<file path="config.mk">
export PLATFORM = sky130hd
export DESIGN_NAME = uplink_word_tx
export DESIGN_NICKNAME = d
export VERILOG_FILES = /design/src/rtl/uplink_word_tx.sv
export SDC_FILE = /design/constraint.sdc
export NUM_CORES = 1
export LEC_CHECK = 0
export ABC_AREA = 1
export CAP_MARGIN = 0
export CORE_MARGIN = 3
export CORE_UTILIZATION = 51
export DETAILED_ROUTE_END_ITERATION = 8
export GPL_ROUTABILITY_DRIVEN = 1
export PLACE_DENSITY = 0.84
export SLEW_MARGIN = 20
export SYNTH_ARGS = -nofsm -noshare
export SYNTH_HDL_FRONTEND = slang
export SYNTH_SLANG_ARGS = --single-unit
</file>
<file path="constraint.sdc">
create_clock -name CLOCK -period 1.52 [get_ports CLOCK]
set_input_delay 0.152 -clock CLOCK [delete_from_list [all_inputs] [get_ports CLOCK]]
set_output_delay 0.152 -clock CLOCK [all_outputs]
set_load 0.1 [all_outputs]
</file>
<file path="src/rtl/uplink_word_tx.sv">
// Serial uplink word transmitter: sends a 5-bit key as a 15-bit {K,~K,K} word of
// UPL1/UPL0 pulses, MSB first, followed by a trailing idle gap.
//
// state | meaning
// IDLE  | waiting for a key; key_ready when not blocked
// PULSE | UPL1 or UPL0 high for the current bit
// SPACE | both lines low for the rest of the bit period
// GAP   | trailing idle gap after bit 14
module uplink_word_tx #(
  parameter int PULSE_W    = 2,
  parameter int BIT_PERIOD = 16,
  parameter int WORD_GAP   = 32
) (
  input  logic       CLOCK,
  input  logic       rst,
  input  logic [4:0] key_in,
  input  logic       key_valid,
  output logic       key_ready,
  input  logic       BLKUPL,
  output logic       UPL0,
  output logic       UPL1,
  output logic       busy,
  output logic       word_done,
  output logic [7:0] sent_cnt
);

  localparam int T_MAX = (BIT_PERIOD > WORD_GAP) ? BIT_PERIOD : WORD_GAP;
  localparam int TW    = $clog2(T_MAX + 1);
  localparam logic [TW-1:0] T_PULSE = TW'(PULSE_W - 1);
  localparam logic [TW-1:0] T_SPACE = TW'(BIT_PERIOD - PULSE_W - 1);
  localparam logic [TW-1:0] T_GAP   = TW'(WORD_GAP - 1);

  if (PULSE_W < 1 || PULSE_W >= BIT_PERIOD || WORD_GAP < 1) begin : g_param_check
    $error("uplink_word_tx: illegal PULSE_W / BIT_PERIOD / WORD_GAP");
  end

  typedef enum logic [1:0] {IDLE, PULSE, SPACE, GAP} state_t;

  state_t          state;
  logic [3:0]      bit_idx;
  logic [TW-1:0]   timer;
  logic [14:0]     shreg;

  assign key_ready = (state == IDLE) && !BLKUPL && !rst;

  always_ff @(posedge CLOCK) begin
    if (rst) begin
      state     <= IDLE;
      bit_idx   <= 4'd0;
      timer     <= '0;
      shreg     <= '0;
      UPL0      <= 1'b0;
      UPL1      <= 1'b0;
      busy      <= 1'b0;
      word_done <= 1'b0;
      sent_cnt  <= 8'd0;
    end else begin
      word_done <= 1'b0;
      case (state)
        IDLE: begin
          if (key_valid && key_ready) begin
            shreg   <= {key_in, ~key_in, key_in};
            bit_idx <= 4'd0;
            timer   <= T_PULSE;
            UPL1    <= key_in[4];
            UPL0    <= ~key_in[4];
            busy    <= 1'b1;
            state   <= PULSE;
          end
        end
        PULSE: begin
          if (timer == '0) begin
            UPL0  <= 1'b0;
            UPL1  <= 1'b0;
            timer <= T_SPACE;
            state <= SPACE;
          end else begin
            timer <= timer - 1'b1;
          end
        end
        SPACE: begin
          if (timer == '0) begin
            if (bit_idx == 4'd14) begin
              timer <= T_GAP;
              state <= GAP;
            end else begin
              // shreg[14] is the bit just sent; the next one sits below it
              bit_idx <= bit_idx + 1'b1;
              shreg   <= {shreg[13:0], 1'b0};
              UPL1    <= shreg[13];
              UPL0    <= ~shreg[13];
              timer   <= T_PULSE;
              state   <= PULSE;
            end
          end else begin
            timer <= timer - 1'b1;
          end
        end
        GAP: begin
          if (timer == '0) begin
            bit_idx   <= 4'd0;
            busy      <= 1'b0;
            word_done <= 1'b1;
            sent_cnt  <= sent_cnt + 1'b1;
            state     <= IDLE;
          end else begin
            timer <= timer - 1'b1;
          end
        end
        default: state <= IDLE;
      endcase
    end
  end

endmodule
</file>
==> report_table.html, run 1 <==
<table>
<tr><th>Metric</th><th>Value</th></tr>
<tr><th colspan="2">Power</th></tr>
<tr><td>Worst voltage drop across the vdd grid</td><td>0.00155 V</td></tr>
<tr><td>Internal portion of total power</td><td>0.00253 W</td></tr>
<tr><td>NetSw</td><td>0.00204 W</td></tr>
<tr><td>Combinational cell fraction of total power</td><td>54.8%</td></tr>
<tr><td>Total power per unit cell area</td><td>1510 nW/um^2</td></tr>
<tr><td>Leakage</td><td>1.26 nW</td></tr>
<tr><td>Switching share of power</td><td>44.6%</td></tr>
<tr><td>Part of the power in registers</td><td>29.8%</td></tr>
<tr><td>Clk network pwr share</td><td>15.4%</td></tr>
<tr><th colspan="2">STA</th></tr>
<tr><td>Unrepaired setup endpoints after global routing</td><td>true</td></tr>
<tr><td>Final setup skew</td><td>0.00593 ns</td></tr>
<tr><td>Worst hold-check slack</td><td>0.465 ns</td></tr>
<tr><td>Worst slew margin relative to its limit</td><td>76.3%</td></tr>
<tr><td>Final setup violation count</td><td>23</td></tr>
<tr><td>Final Critical Period</td><td>1.66 ns</td></tr>
<tr><td>Ratio of final minimum period to clock period</td><td>109%</td></tr>
<tr><td>Number of max-slew violations in the final report</td><td>0</td></tr>
<tr><td>Max Clk Rate</td><td>0.604 GHz</td></tr>
<tr><td>Slew of the pin with the lowest slew margin</td><td>0.355 ns</td></tr>
<tr><td>Final hold violation count</td><td>0</td></tr>
<tr><td>Setup ws final</td><td>-0.137 ns</td></tr>
<tr><th colspan="2">Yosys</th></tr>
<tr><td>Avg Cell Area, Syn</td><td>6.95 um^2</td></tr>
<tr><td>Proportion of synthesized chip area in sequential cells</td><td>36.1%</td></tr>
<tr><td>Gate Count Post-Synth</td><td>303</td></tr>
<tr><td>Count of unique library cells instantiated by Yosys</td><td>30</td></tr>
<tr><td>Syn Nets</td><td>322</td></tr>
<tr><td>Netlist area before placement</td><td>2100 um^2</td></tr>
<tr><td>Number of storage elements in the synthesis netlist</td><td>38</td></tr>
<tr><td>Synthesis Warnings</td><td>0</td></tr>
<tr><th colspan="2">Drt</th></tr>
<tr><td>WL/cell</td><td>14.3 um</td></tr>
<tr><td>Total Wirelength</td><td>5.82 mm</td></tr>
<tr><td>Avg Vias per Cell</td><td>5.48</td></tr>
<tr><td>Post-route DRC</td><td>0</td></tr>
<tr><td>Via count</td><td>2,237</td></tr>
<tr><td>DR iter-0 viols</td><td>178</td></tr>
<tr><td>ANT nets after route</td><td>0</td></tr>
<tr><td>1st-pass router iterations</td><td>5</td></tr>
<tr><th colspan="2">Layout</th></tr>
<tr><td>Area Overhead vs Synth</td><td>43.7%</td></tr>
<tr><td>Final antenna diode count</td><td>0</td></tr>
<tr><td>Final #Nets</td><td>380</td></tr>
<tr><td>Most frequent cells in the layout</td><td>88 x sky130_fd_sc_hd__nand2_1, 32 x sky130_fd_sc_hd__a21oi_1, 30 x sky130_fd_sc_hd__buf_4</td></tr>
<tr><td>Non-Filler Instances</td><td>408</td></tr>
<tr><td>Final core occ</td><td>79.0%</td></tr>
<tr><td>Most common cell after layout, fill and taps aside</td><td>sky130_fd_sc_hd__nand2_1</td></tr>
<tr><td>Share of final-layout standard cells stronger than drive strength 1</td><td>31.1%</td></tr>
<tr><th colspan="2">Critical path</th></tr>
<tr><td>Crit-path max cell delay</td><td>0.38 ns</td></tr>
<tr><td>Most common cell type on the critical path</td><td>sky130_fd_sc_hd__nand2_1</td></tr>
<tr><td>Maximum fanout encountered on the critical timing path</td><td>6</td></tr>
<tr><td>Type of origin of the critical path</td><td>flip-flop</td></tr>
<tr><td>Endpoint kind of the worst setup timing path</td><td>flip-flop</td></tr>
<tr><td>Data arrival, critical path</td><td>1.81 ns</td></tr>
<tr><td>Library cell contributing the largest single delay on the critical path</td><td>sky130_fd_sc_hd__dfxtp_4</td></tr>
<tr><td>Classification of the worst setup path</td><td>reg -&gt; reg</td></tr>
<tr><td>Required time at the worst-slack endpoint</td><td>1.68 ns</td></tr>
<tr><td>Ordered cell list for the critical path</td><td>inv_4 -&gt; ha_4 -&gt; nand3_4 -&gt; o21ai_4 -&gt; nand2_2 -&gt; inv_2 -&gt; nand2_1 -&gt; nand2_1 -&gt; a21oi_1</td></tr>
<tr><th colspan="2">CTS</th></tr>
<tr><td>Clock buffers created by TritonCTS</td><td>5</td></tr>
<tr><td>Clock-pin slew on the worst setup and hold paths</td><td>0.07 ns</td></tr>
<tr><td>Clock net sink count</td><td>38</td></tr>
<tr><td>Cell chosen for the clock root</td><td>sky130_fd_sc_hd__clkbuf_8</td></tr>
<tr><td>CTS H-tree depth</td><td>2</td></tr>
<tr><td>Worst skew pair latency</td><td>0.30 ns</td></tr>
<tr><td>Max Buffers Root-to-Sink</td><td>2</td></tr>
<tr><td>CTS tree</td><td>done</td></tr>
<tr><th colspan="2">Global routing</th></tr>
<tr><td>Initial antenna violation count</td><td>0</td></tr>
<tr><td>First-pass GRT wire length</td><td>8.59 mm</td></tr>
<tr><td>Number of global-route vias before repair</td><td>1,990</td></tr>
<tr><td>Largest net degree at the start of global routing</td><td>32</td></tr>
<tr><td>Total overflow reported by the global router</td><td>0</td></tr>
<tr><td>Global router's overall resource usage</td><td>21.3%</td></tr>
<tr><th colspan="2">Floorplan</th></tr>
<tr><td>Horiz. Die Dim</td><td>70.2 um</td></tr>
<tr><td>Num rows</td><td>22</td></tr>
<tr><td>Number of I/O pins</td><td>22</td></tr>
<tr><td>Die footprint</td><td>4930 um^2</td></tr>
<tr><td>Die Y-Extent</td><td>70.2 um</td></tr>
<tr><td>Core footprint</td><td>3830 um^2</td></tr>
<tr><td>Starting density of the core</td><td>55.0%</td></tr>
<tr><th colspan="2">Worst hold path</th></tr>
<tr><td>Worst hold path type</td><td>reg -&gt; reg</td></tr>
<tr><th colspan="2">Outcome</th></tr>
<tr><td>Outcome</td><td>complete, but fails checks</td></tr>
<tr><td>Failing checks</td><td>setup timing</td></tr>
<tr><th colspan="2">Placement</th></tr>
<tr><td>Count of placed standard cells including taps</td><td>392</td></tr>
<tr><td>IO Port Bufs</td><td>21</td></tr>
<tr><td>Last weighted congestion value of the routability-driven placer</td><td>0.835</td></tr>
<tr><td>Detailed placement HPWL</td><td>3.48 mm</td></tr>
<tr><th colspan="2">Flow run</th></tr>
<tr><td>Max-capacitance violation count</td><td>0</td></tr>
</table>
==> flip-flops by register name (all words and copies together), names as in the netlist <==
register and flops:
word_done 1, shreg 14, bit_idx 4, timer 6, busy 1, state 2, UPL0 1, UPL1 1
sent_cnt 8
==> area by class of cell <==
cell class / count / area, um^2
repair inverters: 2 / 11.3
flip-flops and latches: 38 / 778
fillers: 251 / 802
repair buffers: 56 / 639
multi-input cells: 230 / 1340
inverters: 28 / 118
well taps: 48 / 60.1
clock buffers: 6 / 82.6
==> cell usage after synthesis <==
| cell | number | area, um^2 |
|---|---|---|
| sky130_fd_sc_hd__a21oi_1 | 34 | 170 |
| sky130_fd_sc_hd__buf_1 | 1 | 3.75 |
| sky130_fd_sc_hd__buf_2 | 1 | 5.00 |
| sky130_fd_sc_hd__buf_4 | 1 | 7.51 |
| sky130_fd_sc_hd__buf_6 | 1 | 11.3 |
| sky130_fd_sc_hd__clkbuf_1 | 4 | 15.0 |
| sky130_fd_sc_hd__clkinv_4 | 1 | 8.76 |
| sky130_fd_sc_hd__dfxtp_1 | 38 | 761 |
| sky130_fd_sc_hd__ha_1 | 10 | 125 |
| sky130_fd_sc_hd__inv_1 | 24 | 90.1 |
| sky130_fd_sc_hd__inv_2 | 3 | 11.3 |
| sky130_fd_sc_hd__nand2_1 | 98 | 368 |
| sky130_fd_sc_hd__nand2_2 | 3 | 18.8 |
| sky130_fd_sc_hd__nand2_4 | 1 | 11.3 |
| sky130_fd_sc_hd__nand3_1 | 22 | 110 |
| sky130_fd_sc_hd__nand3_2 | 1 | 10.0 |
| sky130_fd_sc_hd__nand3_4 | 1 | 17.5 |
| sky130_fd_sc_hd__nand3b_1 | 1 | 7.51 |
| sky130_fd_sc_hd__nand4_1 | 5 | 31.3 |
| sky130_fd_sc_hd__nor2_1 | 20 | 75.1 |
| sky130_fd_sc_hd__nor2_2 | 4 | 25.0 |
| sky130_fd_sc_hd__nor2_4 | 2 | 22.5 |
| sky130_fd_sc_hd__nor2_8 | 1 | 20.0 |
| sky130_fd_sc_hd__nor3_1 | 1 | 5.00 |
| sky130_fd_sc_hd__o21a_1 | 5 | 37.5 |
| sky130_fd_sc_hd__o21ai_0 | 9 | 45.0 |
| sky130_fd_sc_hd__o21ai_2 | 2 | 17.5 |
| sky130_fd_sc_hd__or2_2 | 2 | 12.5 |
| sky130_fd_sc_hd__xnor2_1 | 6 | 52.6 |
| sky130_fd_sc_hd__xor2_1 | 1 | 8.76 |
==> per-layer routing <==
| layer | routed length [um] | GRT usage (%) | up-vias |
|---|---|---|---|
| li1 | - | - | 1087 |
| met1 | 2350 | 24.3 | 1009 |
| met2 | 2840 | 36.3 | 112 |
| met3 | 370 | 5.47 | 29 |
| met4 | 256 | 10.9 | 0 |
| met5 | 0 | 0 | - |
==> worst max-delay path, delay by kind of cell, from the launching register on <==
kind                     cells  cell delay [ns]
flip-flops                   1             0.38
AND/OR/NAND/NOR              4             0.42
adder cells (fa/ha/maj)      1             0.17
AO/OA/AOI/OAI                2             0.34
buffers and inverters        2             0.21
==> power groups by stage <==
stage,Sequential (W),Combinational [W],Clock [W]
2_1_floorplan,0.00156,0.00118,0
3_3_place_gp,0.00133,0.00200,0
3_5_place_dp,0.00134,0.00205,0
4_1_cts,0.00133,0.00216,0.000709
5_1_grt,0.00138,0.00267,0.000755
6_report,0.00136,0.00251,0.000704
==> final timing paths <==
path	start	slack (ns)	cells after the start	endpoint
worst max-delay path	state[1]$_SDFFE_PP0P_	-0.14	9	state[0]$_SDFFE_PP0P_
worst min-delay path	shreg[0]$_SDFFE_PP0P_	0.47	2	shreg[0]$_SDFFE_PP0P_
worst max register to register	state[1]$_SDFFE_PP0P_	-0.14	9	state[0]$_SDFFE_PP0P_
worst min register to register	shreg[0]$_SDFFE_PP0P_	0.47	2	shreg[0]$_SDFFE_PP0P_
==> repair_timing <==
action                     in CTS  in global routing
cloned                          1                  2
setup endpoints to repair      29                 32
hold buffers                    0                  0
pin swaps                       2                  6
resized for setup              17                 27
setup buffers                   1                  6
==> logic make-up after synthesis <==
group,Yosys count,synth area share [%]
AO/OA/AOI/OAI,50,12.8
XOR/XNOR,7,2.91
adder cells (fa/ha/maj),10,5.95
buffers and inverters,36,7.25
flip-flops,38,36.1
AND/OR/NAND/NOR,162,34.9
==> metrics by stage <==
| stage | TNS [ns] | setup WS (ns) | power (W) | instance area [um^2] |
|---|---|---|---|---|
| final | -0.775 | -0.137 | 0.00457 | 3020 |
| after global routing | -3.18 | -0.201 | 0.00480 | 3020 |
| after CTS | -0.0159 | -0.00712 | 0.00421 | 2880 |
| after detailed placement | -2.55 | -0.133 | 0.00339 | 2730 |
| after global placement | -1.17 | -0.101 | 0.00333 | 2730 |
| after floorplan | -0.0815 | -0.0815 | 0.00274 | 2140 |
No activity file was read; power rests on OpenSTA's default activity.
==> inputs of run 2 (changes only) <==
- CORE_UTILIZATION: 51 -> 56
- CTS_CLUSTER_DIAMETER: unset -> 150
- DONT_BUFFER_PORTS: unset -> 1
- PLACE_DENSITY: 0.84 -> 0.82
==> run 2 against run 1 <==
- the run still ends with setup timing left
- via count down 1.1%
- hold slack worse by 0.39 ns
- register-to-register slack better by 0.06 ns
- wire length up 3.4%
- first-iteration DRC count up 3.4%
- global-route usage up 3.6 points
- combinational power about the same
- total power up 3.3%
- highest routed layer unchanged
- non-clock buffer count down 9
- count of clock-buffer cells in the layout unchanged
- clock skew about the same
==> report_table.html, run 2 (synthesized netlist as in run 1, its figures left out) <==
<table>
<tr><th>Metric</th><th>Value</th></tr>
<tr><th colspan="2">Critical path</th></tr>
<tr><td>CP Capture Point</td><td>timer[1]$_SDFFE_PP0P_</td></tr>
<tr><td>Crit path from</td><td>state[0]$_SDFFE_PP0P_</td></tr>
<tr><td>Library cell contributing the largest single delay on the critical path</td><td>sky130_fd_sc_hd__dfxtp_2</td></tr>
<tr><td>Reg-to-reg startpoint</td><td>state[0]$_SDFFE_PP0P_</td></tr>
<tr><td>Maximum fanout encountered on the critical timing path</td><td>7 (+1)</td></tr>
<tr><td>Ordered cell list for the critical path</td><td>buf_4 -&gt; ha_1 -&gt; inv_4 -&gt; nor2_8 -&gt; inv_2 -&gt; nand2_4 -&gt; nor2_4 -&gt; nand2_1 -&gt; a21oi_1</td></tr>
<tr><td>Classification of the worst setup path</td><td>reg -&gt; reg</td></tr>
<tr><td>Flop2flop setup slack</td><td>-0.08 ns (+0.06 ns)</td></tr>
<tr><td>Required time at the worst-slack endpoint</td><td>1.74 ns (+0.06 ns)</td></tr>
<tr><td>Type of origin of the critical path</td><td>flip-flop</td></tr>
<tr><td>Endpoint kind of the worst setup timing path</td><td>flip-flop</td></tr>
<tr><td>Data arrival, critical path</td><td>1.82 ns (about the same)</td></tr>
<tr><td>Depth of the worst register-to-register path</td><td>9 (unchanged)</td></tr>
<tr><td>Crit-path max cell delay</td><td>0.34 ns (-0.04 ns)</td></tr>
<tr><td>Worst reg2reg endpoint</td><td>timer[1]$_SDFFE_PP0P_</td></tr>
<tr><th colspan="2">CTS</th></tr>
<tr><td>Clock-pin slew on the worst setup and hold paths</td><td>0.08 ns (about the same)</td></tr>
<tr><td>Clock buffers created by TritonCTS</td><td>5 (unchanged)</td></tr>
<tr><td>CTS H-tree depth</td><td>2 (unchanged)</td></tr>
<tr><td>Worst skew pair latency</td><td>0.30 ns (about the same)</td></tr>
<tr><td>Clock net sink count</td><td>38 (unchanged)</td></tr>
<tr><td>Max Buffers Root-to-Sink</td><td>2 (unchanged)</td></tr>
<tr><td>Cell chosen for the clock root</td><td>sky130_fd_sc_hd__clkbuf_8</td></tr>
<tr><td>CTS tree</td><td>done</td></tr>
<tr><th colspan="2">Layout</th></tr>
<tr><td>Final #Nets</td><td>368 (-3.2%)</td></tr>
<tr><td>Share of final-layout standard cells stronger than drive strength 1</td><td>36.4% (+5.3 points)</td></tr>
<tr><td>Register with the most flip-flops</td><td>shreg</td></tr>
<tr><td>Non-Filler Instances</td><td>395 (-3.2%)</td></tr>
<tr><td>Largest registers</td><td>shreg x14, sent_cnt x8, timer x6</td></tr>
<tr><td>Final antenna diode count</td><td>0 (unchanged)</td></tr>
<tr><td>Most common cell after layout, fill and taps aside</td><td>sky130_fd_sc_hd__nand2_1</td></tr>
<tr><td>Area Overhead vs Synth</td><td>37.8%</td></tr>
<tr><td>Most frequent cells in the layout</td><td>89 x sky130_fd_sc_hd__nand2_1, 37 x sky130_fd_sc_hd__buf_4, 28 x sky130_fd_sc_hd__dfxtp_1</td></tr>
<tr><td>Number of filler instances in the final layout</td><td>212 (-16%)</td></tr>
<tr><td>Post-route cell area</td><td>2900 um^2 (-4.1%)</td></tr>
<tr><td>Number of flip-flops in the largest register</td><td>14 (unchanged)</td></tr>
<tr><th colspan="2">Power</th></tr>
<tr><td>Combinational cell fraction of total power</td><td>53.3% (-1.5 points)</td></tr>
<tr><td>Worst voltage drop across the vdd grid</td><td>0.00115 V (-26%)</td></tr>
<tr><td>Part of the power in registers</td><td>27.8% (-2.0 points)</td></tr>
<tr><td>Leakage</td><td>1.22 nW (-3.7%)</td></tr>
<tr><td>Internal portion of total power</td><td>0.00270 W (+6.6%)</td></tr>
<tr><td>Total design power</td><td>0.00472 W (+3.3%)</td></tr>
<tr><td>NetSw</td><td>0.00202 W (-0.92%)</td></tr>
<tr><td>Total power per unit cell area</td><td>1630 nW/um^2 (+7.7%)</td></tr>
<tr><td>Clk network pwr share</td><td>18.9% (+3.5 points)</td></tr>
<tr><td>Switching share of power</td><td>42.8% (-1.8 points)</td></tr>
<tr><th colspan="2">STA</th></tr>
<tr><td>Final hold violation count</td><td>0 (unchanged)</td></tr>
<tr><td>Ratio of final minimum period to clock period</td><td>105% (-3.7 points)</td></tr>
<tr><td>Final setup skew</td><td>0.00566 ns (-0.000268 ns)</td></tr>
<tr><td>Worst hold-check slack</td><td>0.0730 ns (-0.392 ns)</td></tr>
<tr><td>Max Clk Rate</td><td>0.625 GHz (+3.5%)</td></tr>
<tr><td>Unrepaired setup endpoints after global routing</td><td>true</td></tr>
<tr><td>Slew of the pin with the lowest slew margin</td><td>0.295 ns (-0.0604 ns)</td></tr>
<tr><td>Worst slew margin relative to its limit</td><td>80.3% (+4.0 points)</td></tr>
<tr><td>Number of max-slew violations in the final report</td><td>0 (unchanged)</td></tr>
<tr><td>Setup ws final</td><td>-0.0811 ns (+0.0559 ns)</td></tr>
<tr><td>Final Critical Period</td><td>1.60 ns (-0.0559 ns)</td></tr>
<tr><td>Final setup violation count</td><td>25 (+8.7%)</td></tr>
<tr><th colspan="2">Floorplan</th></tr>
<tr><td>Number of I/O pins</td><td>22 (unchanged)</td></tr>
<tr><td>Die footprint</td><td>4530 um^2 (-8.2%)</td></tr>
<tr><td>Starting density of the core</td><td>60.7% (+5.7 points)</td></tr>
<tr><td>Core footprint</td><td>3470 um^2 (-9.4%)</td></tr>
<tr><td>Horiz. Die Dim</td><td>67.3 um (-4.2%)</td></tr>
<tr><td>Num rows</td><td>21 (-4.5%)</td></tr>
<tr><td>Die Y-Extent</td><td>67.3 um (-4.2%)</td></tr>
<tr><th colspan="2">Outcome</th></tr>
<tr><td>Failing checks</td><td>setup timing</td></tr>
<tr><td>Outcome</td><td>complete, but fails checks</td></tr>
<tr><th colspan="2">Placement</th></tr>
<tr><td>Setup Slack @ Placement</td><td>-0.0714 ns (+0.0620 ns)</td></tr>
<tr><td>Last weighted congestion value of the routability-driven placer</td><td>0.925 (+11%)</td></tr>
<tr><td>IO Port Bufs</td><td>0 (-100%)</td></tr>
<tr><td>Area of placed instances</td><td>2460 um^2 (-9.9%)</td></tr>
<tr><td>Count of placed standard cells including taps</td><td>377 (-3.8%)</td></tr>
<tr><td>Detailed placement HPWL</td><td>3.48 mm (-0.18%)</td></tr>
<tr><th colspan="2">Drt</th></tr>
<tr><td>Met2 routed WL</td><td>3.10 mm (+9.0%)</td></tr>
<tr><td>DR iter-0 viols</td><td>184 (+3.4%)</td></tr>
<tr><td>Avg Vias per Cell</td><td>5.60 (+2.2%)</td></tr>
<tr><td>ANT nets after route</td><td>0 (unchanged)</td></tr>
<tr><td>Post-route DRC</td><td>0 (unchanged)</td></tr>
<tr><td>Via count</td><td>2,213 (-1.1%)</td></tr>
<tr><td>Routed length on met3</td><td>359 um (-3.0%)</td></tr>
<tr><td>M1 wire length</td><td>2.38 mm (+1.3%)</td></tr>
<tr><td>1st-pass router iterations</td><td>4 (-1)</td></tr>
<tr><td>Highest metal layer used by the detailed router</td><td>met4</td></tr>
<tr><td>WL/cell</td><td>15.2 um (+6.8%)</td></tr>
<tr><td>Total Wirelength</td><td>6.01 mm (+3.4%)</td></tr>
<tr><th colspan="2">Global routing</th></tr>
<tr><td>Total overflow reported by the global router</td><td>0 (unchanged)</td></tr>
<tr><td>Initial antenna violation count</td><td>0 (unchanged)</td></tr>
<tr><td>Number of global-route vias before repair</td><td>1,930 (-3.0%)</td></tr>
<tr><td>Largest net degree at the start of global routing</td><td>32 (unchanged)</td></tr>
<tr><td>Global router's overall resource usage</td><td>24.9% (+3.6 points)</td></tr>
<tr><td>First-pass GRT wire length</td><td>8.60 mm (about the same)</td></tr>
<tr><th colspan="2">Worst hold path</th></tr>
<tr><td>Worst hold path type</td><td>in -&gt; reg</td></tr>
<tr><th colspan="2">Flow run</th></tr>
<tr><td>Max-capacitance violation count</td><td>0 (unchanged)</td></tr>
</table>
-- run 2: cell count changes in the layout (fill, tap and decap cells not counted), sizes merged --
cell           change
buf                -1
bufinv             +1
clkdlybuf4s50      -8
inv                -2
nand2              -1
-- run 2: per-layer routing --
layer | vias up | global-route usage [%]
met5 | - | 0
li1 | 1064 | -
met1 | 1056 | 28.5
met2 | 76 | 44.4
met4 | 0 | 10.6
met3 | 17 | 5.32
-- run 2: final cells by class --
| type | instances | area (um^2) | area share, % |
|---|---|---|---|
| clock inverter | 1 | 30.0 | 1.04 |
| multi-input combinational | 229 | 1400 | 48.3 |
| tap | 46 | 57.6 | 1.99 |
| clock buffer | 6 | 82.6 | 2.85 |
| timing repair buffer | 47 | 434 | 15.0 |
| inverter | 28 | 120 | 4.14 |
| sequential | 38 | 776 | 26.8 |
-- run 2: critical path, delay by kind of cell (launching register included) --
family          cells  cell delay (ns)
compound gates      1             0.14
fa+ha+maj           1             0.24
buf+inv             3             0.35
flops               1             0.34
simple gates        4             0.46
-- run 2: per-stage QoR --
stage | utilization [%] | setup TNS [ns]
5_1_grt | 83.6 | -3.38
2_1_floorplan | - | -0.0815
6_report | 83.6 | -0.655
3_5_place_dp | 71.0 | -1.12
4_1_cts | 76.0 | 0
3_3_place_gp | 71.0 | -0.445
-- run 2: how the worst min path moves through the flow --
stage / slack, ns / end / from / cells past startpoint
after floorplan: 0.30 / sent_cnt[0]$_SDFFE_PP0P_ / rst / 2
after global placement: 0.22 / sent_cnt[7]$_SDFFE_PP0P_ / rst / 1
after detailed placement: 0.23 / timer[3]$_SDFFE_PP0P_ / rst / 1
after CTS: 0.06 / sent_cnt[4]$_SDFFE_PP0P_ / rst / 3
after global routing: 0.08 / sent_cnt[4]$_SDFFE_PP0P_ / rst / 3
final: 0.07 / sent_cnt[4]$_SDFFE_PP0P_ / rst / 3
-- run 2: timing repair --
item / CTS / global route
endpoints found under the setup margin: 30 / 32
resized for setup: 10 / 55
pin swaps: 1 / 34
gates cloned: 0 / 0
endpoints found under the hold margin: 31 / 0
hold buffers: 1 / 0
setup buffers: 3 / 7
-- run 2: power groups by stage --
stage | sequential (W) | clock, W | combinational (W)
final | 0.00131 | 0.000893 | 0.00252
after global routing | 0.00133 | 0.000940 | 0.00270
after CTS | 0.00129 | 0.000893 | 0.00203
after detailed placement | 0.00131 | 0 | 0.00194
after global placement | 0.00131 | 0 | 0.00191
after floorplan | 0.00156 | 0 | 0.00118
==> inputs of run 3 (changes only) <==
- REMOVE_ABC_BUFFERS: unset -> 1
==> run 3 against run 2 <==
- the run ends with hold timing, setup timing left
- clock power increased by 21%
- maximum frequency shrank 1.6%
- register-to-register slack worse by 0.03 ns
- via count grew 3.2%
- flip-flop and latch count did not move
- total power is 3.2% higher
- hold slack lost 0.16 ns
- critical path depth shrank 1
- die area did not move
- first-iteration DRC count increased by 21%
- critical endpoint is now timer[5]$_SDFFE_PP0P_
- largest cell class unchanged
- highest routed layer unchanged
==> report_table.html, run 3 (synthesized netlist as in run 1, its figures left out) <==
<table>
<tr><th>Metric</th><th>Value</th></tr>
<tr><th colspan="2">STA</th></tr>
<tr><td>Number of max-slew violations in the final report</td><td>0 (unchanged)</td></tr>
<tr><td>Final Critical Period</td><td>1.63 ns (+0.0267 ns)</td></tr>
<tr><td>Accumulated negative setup slack</td><td>-1.14 ns (-0.488 ns)</td></tr>
<tr><td>Ratio of final minimum period to clock period</td><td>107% (+1.8 points)</td></tr>
<tr><td>Final hold violation count</td><td>30 (+30)</td></tr>
<tr><td>Setup ws final</td><td>-0.108 ns (-0.0267 ns)</td></tr>
<tr><td>Final setup skew</td><td>0.00955 ns (+0.00389 ns)</td></tr>
<tr><td>Slew of the pin with the lowest slew margin</td><td>0.293 ns (-0.00188 ns)</td></tr>
<tr><td>Max Clk Rate</td><td>0.614 GHz (-1.6%)</td></tr>
<tr><td>Worst hold-check slack</td><td>-0.0877 ns (-0.161 ns)</td></tr>
<tr><td>Final setup violation count</td><td>24 (-4.0%)</td></tr>
<tr><td>Worst slew margin relative to its limit</td><td>80.5% (+0.13 points)</td></tr>
<tr><td>Unrepaired setup endpoints after global routing</td><td>true</td></tr>
<tr><th colspan="2">Layout</th></tr>
<tr><td>Area Overhead vs Synth</td><td>33.9%</td></tr>
<tr><td>Number of flip-flops in the largest register</td><td>14 (unchanged)</td></tr>
<tr><td>Final core occ</td><td>81.2% (-2.3 points)</td></tr>
<tr><td>Final #Nets</td><td>366 (-0.54%)</td></tr>
<tr><td>Most common cell after layout, fill and taps aside</td><td>sky130_fd_sc_hd__nand2_1</td></tr>
<tr><td>Final antenna diode count</td><td>0 (unchanged)</td></tr>
<tr><td>Non-Filler Instances</td><td>394 (-0.25%)</td></tr>
<tr><td>Register with the most flip-flops</td><td>shreg</td></tr>
<tr><td>Most frequent cells in the layout</td><td>93 x sky130_fd_sc_hd__nand2_1, 36 x sky130_fd_sc_hd__dfxtp_1, 36 x sky130_fd_sc_hd__buf_4</td></tr>
<tr><td>Share of final-layout standard cells stronger than drive strength 1</td><td>31.0% (-5.4 points)</td></tr>
<tr><td>Largest registers</td><td>shreg x14, sent_cnt x8, timer x6</td></tr>
<tr><th colspan="2">Power</th></tr>
<tr><td>Leakage</td><td>1.18 nW (-2.7%)</td></tr>
<tr><td>Clk network pwr share</td><td>22.3% (+3.4 points)</td></tr>
<tr><td>Total power per unit cell area</td><td>1730 nW/um^2 (+6.2%)</td></tr>
<tr><td>Combinational cell fraction of total power</td><td>50.4% (-2.9 points)</td></tr>
<tr><td>Worst voltage drop across the vdd grid</td><td>0.000989 V (-14%)</td></tr>
<tr><td>Internal portion of total power</td><td>0.00279 W (+3.4%)</td></tr>
<tr><td>Switching share of power</td><td>42.7% (-0.13 points)</td></tr>
<tr><td>NetSw</td><td>0.00208 W (+2.9%)</td></tr>
<tr><td>Part of the power in registers</td><td>27.3% (-0.5 points)</td></tr>
<tr><td>Total design power</td><td>0.00487 W (+3.2%)</td></tr>
<tr><th colspan="2">Drt</th></tr>
<tr><td>ANT nets after route</td><td>0 (unchanged)</td></tr>
<tr><td>Avg Vias per Cell</td><td>5.80 (+3.5%)</td></tr>
<tr><td>Post-route DRC</td><td>0 (unchanged)</td></tr>
<tr><td>WL/cell</td><td>15.8 um (+4.1%)</td></tr>
<tr><td>Via count</td><td>2,284 (+3.2%)</td></tr>
<tr><td>DR iter-0 viols</td><td>223 (+21%)</td></tr>
<tr><td>Total Wirelength</td><td>6.24 mm (+3.8%)</td></tr>
<tr><td>1st-pass router iterations</td><td>6 (+2)</td></tr>
<tr><th colspan="2">Floorplan</th></tr>
<tr><td>Starting density of the core</td><td>60.7% (unchanged)</td></tr>
<tr><td>Number of I/O pins</td><td>22 (unchanged)</td></tr>
<tr><td>Core footprint</td><td>3470 um^2 (unchanged)</td></tr>
<tr><td>Horiz. Die Dim</td><td>67.3 um (unchanged)</td></tr>
<tr><td>Die Y-Extent</td><td>67.3 um (unchanged)</td></tr>
<tr><td>Die footprint</td><td>4530 um^2 (unchanged)</td></tr>
<tr><td>Num rows</td><td>21 (unchanged)</td></tr>
<tr><th colspan="2">Critical path</th></tr>
<tr><td>Endpoint kind of the worst setup timing path</td><td>flip-flop</td></tr>
<tr><td>Type of origin of the critical path</td><td>flip-flop</td></tr>
<tr><td>Data arrival, critical path</td><td>1.85 ns (+0.03 ns)</td></tr>
<tr><td>Required time at the worst-slack endpoint</td><td>1.74 ns (about the same)</td></tr>
<tr><td>Reg-to-reg startpoint</td><td>state[1]$_SDFFE_PP0P_</td></tr>
<tr><td>Classification of the worst setup path</td><td>reg -&gt; reg</td></tr>
<tr><td>Maximum fanout encountered on the critical timing path</td><td>6 (-1)</td></tr>
<tr><td>Depth of the worst register-to-register path</td><td>8 (-1)</td></tr>
<tr><td>Flop2flop setup slack</td><td>-0.11 ns (-0.03 ns)</td></tr>
<tr><td>Worst reg2reg endpoint</td><td>timer[5]$_SDFFE_PP0P_</td></tr>
<tr><th colspan="2">Placement</th></tr>
<tr><td>IO Port Bufs</td><td>0 (unchanged)</td></tr>
<tr><td>Last weighted congestion value of the routability-driven placer</td><td>0.906 (-2.0%)</td></tr>
<tr><td>Count of placed standard cells including taps</td><td>377 (unchanged)</td></tr>
<tr><td>Detailed placement HPWL</td><td>3.28 mm (-5.8%)</td></tr>
<tr><th colspan="2">Worst hold path</th></tr>
<tr><td>WHS Path Cells</td><td>1 (-2)</td></tr>
<tr><td>Startpoint of the lowest-slack hold path</td><td>rst</td></tr>
<tr><td>Worst hold path type</td><td>in -&gt; reg</td></tr>
<tr><td>WHS Endpoint</td><td>bit_idx[2]$_SDFFE_PP0P_</td></tr>
<tr><th colspan="2">CTS</th></tr>
<tr><td>CTS tree</td><td>done</td></tr>
<tr><td>Cell chosen for the clock root</td><td>sky130_fd_sc_hd__clkbuf_8</td></tr>
<tr><td>Clock-pin slew on the worst setup and hold paths</td><td>0.07 ns (about the same)</td></tr>
<tr><td>Worst skew pair latency</td><td>0.30 ns (about the same)</td></tr>
<tr><td>Clock buffers created by TritonCTS</td><td>5 (unchanged)</td></tr>
<tr><td>Clock net sink count</td><td>38 (unchanged)</td></tr>
<tr><td>CTS H-tree depth</td><td>2 (unchanged)</td></tr>
<tr><td>Max Buffers Root-to-Sink</td><td>2 (unchanged)</td></tr>
<tr><th colspan="2">Outcome</th></tr>
<tr><td>Failing checks</td><td>hold timing, setup timing</td></tr>
<tr><td>Outcome</td><td>complete, but fails checks</td></tr>
<tr><th colspan="2">Global routing</th></tr>
<tr><td>Initial antenna violation count</td><td>0 (unchanged)</td></tr>
<tr><td>Number of global-route vias before repair</td><td>1,913 (-0.88%)</td></tr>
<tr><td>Global router's overall resource usage</td><td>23.4% (-1.5 points)</td></tr>
<tr><td>Total overflow reported by the global router</td><td>0 (unchanged)</td></tr>
<tr><td>First-pass GRT wire length</td><td>8.15 mm (-5.2%)</td></tr>
<tr><td>Largest net degree at the start of global routing</td><td>33 (+3.1%)</td></tr>
<tr><th colspan="2">Flow run</th></tr>
<tr><td>Max-capacitance violation count</td><td>0 (unchanged)</td></tr>
</table>
## run 3: cell types whose count changed in the layout (fill, tap and decap cells not counted), moves of 2 or more
cell                      before  now
sky130_fd_sc_hd__nand2_1      89   93
sky130_fd_sc_hd__ha_4          3    1
sky130_fd_sc_hd__a21oi_2      11    6
sky130_fd_sc_hd__nand2_2      10    7
sky130_fd_sc_hd__o21ai_0       7    9
sky130_fd_sc_hd__o21ai_1       2    0
sky130_fd_sc_hd__dfxtp_1      28   36
sky130_fd_sc_hd__ha_2          1    4
sky130_fd_sc_hd__dfxtp_2       9    0
sky130_fd_sc_hd__a21oi_1      23   28
sky130_fd_sc_hd__inv_4         4    2
sky130_fd_sc_hd__buf_12        5    2
## run 3: timing repair
action / in CTS / in global routing
cloned: 0 / 2
pin swaps: 2 / 15
buffers inserted: 1 / 6
hold endpoints to repair: 30 / 30
endpoints found under the setup margin: 30 / 31
gates resized for setup: 10 / 44
## run 3: power by group through the flow
stage | combinational (W) | sequential, W | clock [W]
2_1_floorplan | 0.00106 | 0.00156 | 0
3_3_place_gp | 0.00180 | 0.00131 | 0
3_5_place_dp | 0.00182 | 0.00131 | 0
4_1_cts | 0.00187 | 0.00130 | 0.00109
5_1_grt | 0.00262 | 0.00135 | 0.00114
6_report | 0.00246 | 0.00133 | 0.00108
## run 3: final cells by class
type	count	area [um^2]
Multi-Input combinational cell	230	1360
Sequential cell	38	768
Fill cell	216	651
Timing Repair Buffer	43	367
Inverter	28	123
Clock buffer	6	82.6
Clock inverter	2	60.1
Tap cell	46	57.6
Timing Repair inverter	1	5.00
## run 3: how the worst max path moves through the flow
stage | start | depth (start not counted) | endpoint
final | state[1]$_SDFFE_PP0P_ | 8 | timer[5]$_SDFFE_PP0P_
after CTS | state[0]$_SDFFE_PP0P_ | 9 | UPL1$_SDFFE_PP0P_
after floorplan | state[0]$_SDFFE_PP0P_ | 9 | shreg[5]$_SDFFE_PP0P_
after global placement | state[1]$_SDFFE_PP0P_ | 8 | bit_idx[0]$_SDFFE_PP0P_
after detailed placement | state[0]$_SDFFE_PP0P_ | 8 | bit_idx[0]$_SDFFE_PP0P_
after global routing | state[0]$_SDFFE_PP0P_ | 8 | timer[1]$_SDFFE_PP0P_
## run 3: per-stage QoR
step | worst slack, ns | hold slack [ns] | instance area (um^2)
after floorplan | -0.368 | 0.221 | 2060
after global placement | -0.108 | 0.225 | 2400
after detailed placement | -0.134 | 0.228 | 2400
after CTS | 0.00529 | -0.0887 | 2580
after global routing | -0.171 | -0.0960 | 2820
final | -0.108 | -0.0877 | 2820
## run 3: metal layers
layer / wire, um / part of all wire, % / track usage [%]
met1: 2570 / 41 / 29.2
met2: 3010 / 48 / 37.5
met3: 426 / 6.8 / 5.32
met4: 231 / 3.7 / 12.2
met5: 0 / 0 / 0
## run 3: worst max-delay path: stages, from the launching register on
cell	delay [ns]
sky130_fd_sc_hd__dfxtp_4	0.37
sky130_fd_sc_hd__inv_4	0.08
sky130_fd_sc_hd__ha_4	0.16
sky130_fd_sc_hd__nand3_4	0.09
sky130_fd_sc_hd__o21ai_4	0.27
sky130_fd_sc_hd__nand2_2	0.16
sky130_fd_sc_hd__nor2_4	0.21
sky130_fd_sc_hd__nand2_1	0.08
sky130_fd_sc_hd__a21oi_1	0.13
==> RTL edit 1: new RTL, settings of run 3 <==
Encoding of `state_t`: now one-hot (4 bits for 4 states).
--- a/src/rtl/uplink_word_tx.sv
+++ b/src/rtl/uplink_word_tx.sv
@@ -35,5 +35,5 @@
   end
 
-  typedef enum logic [1:0] {IDLE, PULSE, SPACE, GAP} state_t;
+  typedef enum logic [3:0] {IDLE = 4'b0001, PULSE = 4'b0010, SPACE = 4'b0100, GAP = 4'b1000} state_t;
 
   state_t          state;
Function: same outputs for any inputs over 10 cycles, from zero or initial values and one cycle with rst high; not proved beyond that.
==> RTL edit 1 against run 3 <==
Final area grew 7.8%. Sequential cell count grew 2. Critical path depth grew 1. Critical path type unchanged. Combinational power grew 25%. Synthesized cell count grew 7.6%. Power grew 8.9%. Synthesized area grew 3.5%. Die area grew 3.2%. Routed wire length grew 3.5%. The flow still finishes with violations (negative hold slack, negative setup slack). Sequential power grew 14%. Setup slack lost 0.016 ns. Highest routed layer unchanged. Non-clock buffer count grew 13.
==> RTL edit 1: results (changes against run 3) <==
peak supply drop 1110 uV (was 989 uV); total track usage 23.9% (was 23.4%); WHS Endpoint busy (was bit_idx[2]); # setup viols final 23 (was 24); largest net degree at the start of global routing 23 (was 33); final hold slack -0.00156 ns (was -0.0877 ns); routability cong. 0.928 (was 0.906); Final Hold Fails 1 (was 30); worst-case clock buffer depth 2 (unchanged); RR Startpoint timer[0] (was state[1]); Leak 1.36 nW (was 1.18 nW); synth unique cells 32 (was 30); final worst setup slack -0.123 ns (was -0.108 ns); worst slew pin tran 0.862 ns (was 0.293 ns); Adder-Cell Fraction of Synth Area 2.30% (was 5.95%); sw frac 46.1% (was 42.7%); DP Worst Slack -0.0276 ns (was -0.134 ns); Port Buffers 0 (unchanged); largest fanout on the critical path 5 (was 6); sequential-to-total area share from yosys stat 36.8% (was 36.1%); hpwl dp 3.60 mm (was 3.28 mm); Worst Hold Path Cells 2 (was 1); status finished with violations (unchanged); Synth Flop Type dfxtp_1 (unchanged); clock skew 0.0109 ns (was 0.00955 ns); synth warn 0 (unchanged); initial detailed-routing violation count 154 (was 223); Synth Area in XOR/XNOR 1.21% (was 2.91%); nets@finish 394 (was 366); setup total negative slack -1.05 ns (was -1.14 ns); top cells by count, synth nand2_1 (86), nor2_1 (55), dfxtp_1 (40) (was nand2_1 (98), dfxtp_1 (38), a21oi_1 (34)); CP Launch Type flip-flop (unchanged); first-pass GRT wire length 8.33 mm (was 8.15 mm); TritonCTS Buffers 5 (unchanged); ANT cells 0 (unchanged); syn_area_per_cell 6.68 sq um (was 6.95 sq um); CP endpoint timer[3] (was timer[5]); post-synthesis compound-gate area fraction 12.9% (was 12.8%); vias in the first global route 1935 (was 1913); violated checks negative hold slack, negative setup slack (unchanged); share of layout cells above drive strength 1 38.3% (was 31.0%); Synth area leaders dfxtp_1 (37%), nand2_1 (15%), nor2_1 (9.5%), inv_1 (5.2%), o21ai_0 (5.1%) (was dfxtp_1 (36%), nand2_1 (17%), a21oi_1 (8.1%), ha_1 (5.9%), nand3_1 (5.2%)); Placed Cells 407 (was 377); Reg2Reg Depth 9 (was 8); dpl cell area 2530 sq um (was 2400 sq um); via count 2370 (was 2284); Async SR Flop Fraction 0% (unchanged); DR vias/cell 5.52 (was 5.80); H-tree Lvls 2 (unchanged); Root Buffer clkbuf_8 (unchanged); mux contribution to synthesized area 0% (unchanged); initial antenna violation count 0 (unchanged); final wirelength 6.46 mm (was 6.24 mm); DR pass1 iterations 4 (was 6); HP Start key_valid (was rst)
==> RTL edit 1: cell count changes in the layout (fill, tap and decap cells not counted), sizes merged, moves of 3 or more <==
cell	run 3	this run
a21oi	34	22
buf	43	52
ha	10	4
inv	27	33
nand2	103	92
nand3	24	20
nand4	5	2
nor2	27	66
nor3	1	4
o21a	5	0
o21ai	11	29
xnor2	6	1
==> RTL edit 1: logic make-up (layout without fill, tap and decap cells) <==
family	count (synthesis)	count (layout)
flops	40	40
xor+xnor	3	3
simple gates	186	186
compound gates	52	52
buf+inv	41	96
fa+ha+maj	4	4
==> RTL edit 1: worst max-delay path, stage by stage, from the launching register on <==
cell,delay (ns)
dfxtp_2,0.33
inv_2,0.07
ha_4,0.17
nand3_4,0.12
buf_4,0.15
buf_4,0.14
o21ai_0,0.20
nand3_1,0.12
nand3_1,0.12
a21oi_2,0.06
==> RTL edit 1: power groups by stage <==
stage	Sequential, mW	Combinational (mW)	Clock [mW]
after floorplan	1.71	1.28	0
after global placement	1.46	2.16	0
after detailed placement	1.46	2.21	0
after CTS	1.45	2.33	0.702
after global routing	1.53	3.32	0.752
final	1.51	3.08	0.716
==> RTL edit 1: timing repair <==
action                                  CTS  global route
resized for setup                        11            88
pin swaps                                 5            28
gates cloned                              0             2
endpoints found under the setup margin   11            38
buffers inserted                          3             9
hold endpoints to repair                 19            19
==> RTL edit 1: layout make-up <==
class / instances / area [sq um]
multi-input cells: 245 / 1430
flip-flops and latches: 40 / 820
fillers: 224 / 679
repair buffers: 56 / 503
inverters: 33 / 139
clock buffers: 5 / 68.8
well taps: 48 / 60.1
clock inverters: 2 / 12.5
==> RTL edit 1: metal layers <==
metal  GRT usage, %  wire length, um
met5              0                0
met4           9.43              206
met3           6.90              365
met2           39.6             3280
met1           28.9             2620
==> RTL edit 2: new RTL, config.mk and constraints of run 3 <==
Made on the original files. Set the parameter `WORD_GAP` to 64 (it was 32).
--- a/src/rtl/uplink_word_tx.sv
+++ b/src/rtl/uplink_word_tx.sv
@@ -10,5 +10,5 @@
   parameter int PULSE_W    = 2,
   parameter int BIT_PERIOD = 16,
-  parameter int WORD_GAP   = 32
+  parameter int WORD_GAP   = 64
 ) (
   input  logic       CLOCK,
Function: no difference found for any inputs over 10 cycles, from zero or initial values and one cycle with rst high; that may be too few to reach the edited logic, so the function may still have changed.
==> RTL edit 2 against run 3 <==
The run still ends with negative hold slack, negative setup slack left. Routed wire length increased by 40%. Setup slack got worse by 0.13 ns. Final area increased by 13%. Synthesized area increased by 7.3%. Power increased by 28%. Global-route usage increased by 5.3 points. Sequential cell count increased by 1. Via count increased by 18%. Largest cell class unchanged.
==> RTL edit 2: results (changes against run 3) <==
Slew HR 77.4% (was 80.5%); Worst Hold Path Cells 1 (unchanged); Synth Flop Type dfxtp_1 (unchanged); dpl cell area 2640 sq um (was 2400 sq um); final hold slack -0.102 ns (was -0.0877 ns); status finished with violations (unchanged); CP peak stage delay 0.35 ns (was 0.37 ns); clock skew 0.0102 ns (was 0.00955 ns); hpwl dp 3.69 mm (was 3.28 mm); Final Hold Fails 23 (was 30); peak supply drop 1340 uV (was 989 uV); nets@finish 408 (was 366); share of layout cells above drive strength 1 37.4% (was 31.0%); Reg2Reg Depth 10 (was 8); # setup viols final 36 (was 24); setup total negative slack -4.27 ns (was -1.14 ns); Synth area leaders dfxtp_1 (35%), nand2_1 (14%), nor2_1 (6.3%), inv_1 (6.0%), ha_1 (5.5%) (was dfxtp_1 (36%), nand2_1 (17%), a21oi_1 (8.1%), ha_1 (5.9%), nand3_1 (5.2%)); vias in the first global route 2474 (was 1913); largest net degree at the start of global routing 27 (was 33); via count 2695 (was 2284); Placed Cells 417 (was 377); first-pass GRT wire length 11.1 mm (was 8.15 mm); Slowest-stage cell, CP dfxtp_2 (was dfxtp_4); clock-pin slew on the worst setup and hold paths 0.09 ns (was 0.07 ns); Avg WL per Cell 20.0 um (was 15.8 um); final worst setup slack -0.234 ns (was -0.108 ns); routability cong. 0.887 (was 0.906); largest fanout on the critical path 7 (was 6); synth unique cells 33 (was 30); TritonCTS Buffers 5 (unchanged); Largest regs shreg: 14 flops, sent_cnt: 8 flops, timer: 7 flops (was shreg: 14 flops, sent_cnt: 8 flops, timer: 6 flops); Mapped Cells 328 (was 303); Leak 1.46 nW (was 1.18 nW); final wirelength 8.77 mm (was 6.24 mm); sequential-to-total area share from yosys stat 34.6% (was 36.1%); DR pass1 iterations 5 (was 6); top cells by count, synth nand2_1 (86), dfxtp_1 (39), nor2_1 (38) (was nand2_1 (98), dfxtp_1 (38), a21oi_1 (34)); violated checks negative hold slack, negative setup slack (unchanged); initial detailed-routing violation count 370 (was 223); total track usage 28.7% (was 23.4%); worst endpoint data arrival time 2.00 ns (was 1.85 ns)
## RTL edit 2: changes by cell type in the layout (fill, tap and decap cells not counted), sizes merged, moves of 4 or more
cell	change
nor2	+18
o21ai	+12
xnor2	-4
inv	+10
buf	+20
nand2	-13
nand3	-4
a21oi	-8
## RTL edit 2: what timing repair did
action	CTS	global route
buffers inserted	5	6
hold endpoints to repair	23	23
pin swaps	7	5
gates cloned	2	0
gates resized for setup	37	54
endpoints found under the setup margin	37	38
## RTL edit 2: final cells by class
cell class	count	area, sq um
Multi-Input combinational cell	242	1520
Tap cell	48	60.1
Inverter	38	151
Sequential cell	39	787
Timing Repair Buffer	63	537
Clock inverter	2	35.0
Fill cell	158	594
Clock buffer	6	82.6
## RTL edit 2: worst paths after layout
kind / endpoint
setup / recovery: shreg[6]
setup reg to reg: shreg[6]
hold / removal: timer[1]
hold reg to reg: UPL1
## RTL edit 2: power by group
group | switching, mW | total (mW) | internal [mW]
Clock | 0.412 | 0.944 | 0.532
Sequential | 0.153 | 1.41 | 1.26
Combinational | 2.47 | 3.89 | 1.42
## RTL edit 2: critical path: cells and delay by family, from the launching register on
family / cells / cell delay [ns]
buf+inv: 3 / 0.34
flops: 1 / 0.35
simple gates: 5 / 0.65
fa+ha+maj: 1 / 0.17
compound gates: 1 / 0.17
## RTL edit 2: per-stage QoR
stage          setup slack (ns)  util [%]
5_1_grt                  -0.254      84.2
6_report                 -0.234      84.2
3_3_place_gp             -0.113      70.0
4_1_cts                 -0.0269      78.8
2_1_floorplan            -0.994         -
3_5_place_dp             -0.159      70.0
## RTL edit 2: logic make-up after synthesis
| logic type | count (synthesis) | synth area share [%] |
|---|---|---|
| adder cells (fa/ha/maj) | 10 | 5.54 |
| AND/OR/NAND/NOR | 170 | 34.4 |
| XOR/XNOR | 6 | 2.33 |
| AO/OA/AOI/OAI | 54 | 13.2 |
| flip-flops | 39 | 34.6 |
| buffers and inverters | 49 | 9.97 |
## RTL edit 2: metal layers
metal | global-route usage [%] | wire length (um) | up-vias
li1 | - | - | 1172
met1 | 33.5 | 3150 | 1213
met2 | 47.1 | 4060 | 227
met3 | 7.25 | 874 | 83
met4 | 16.7 | 677 | 0
met5 | 0 | 0 | -
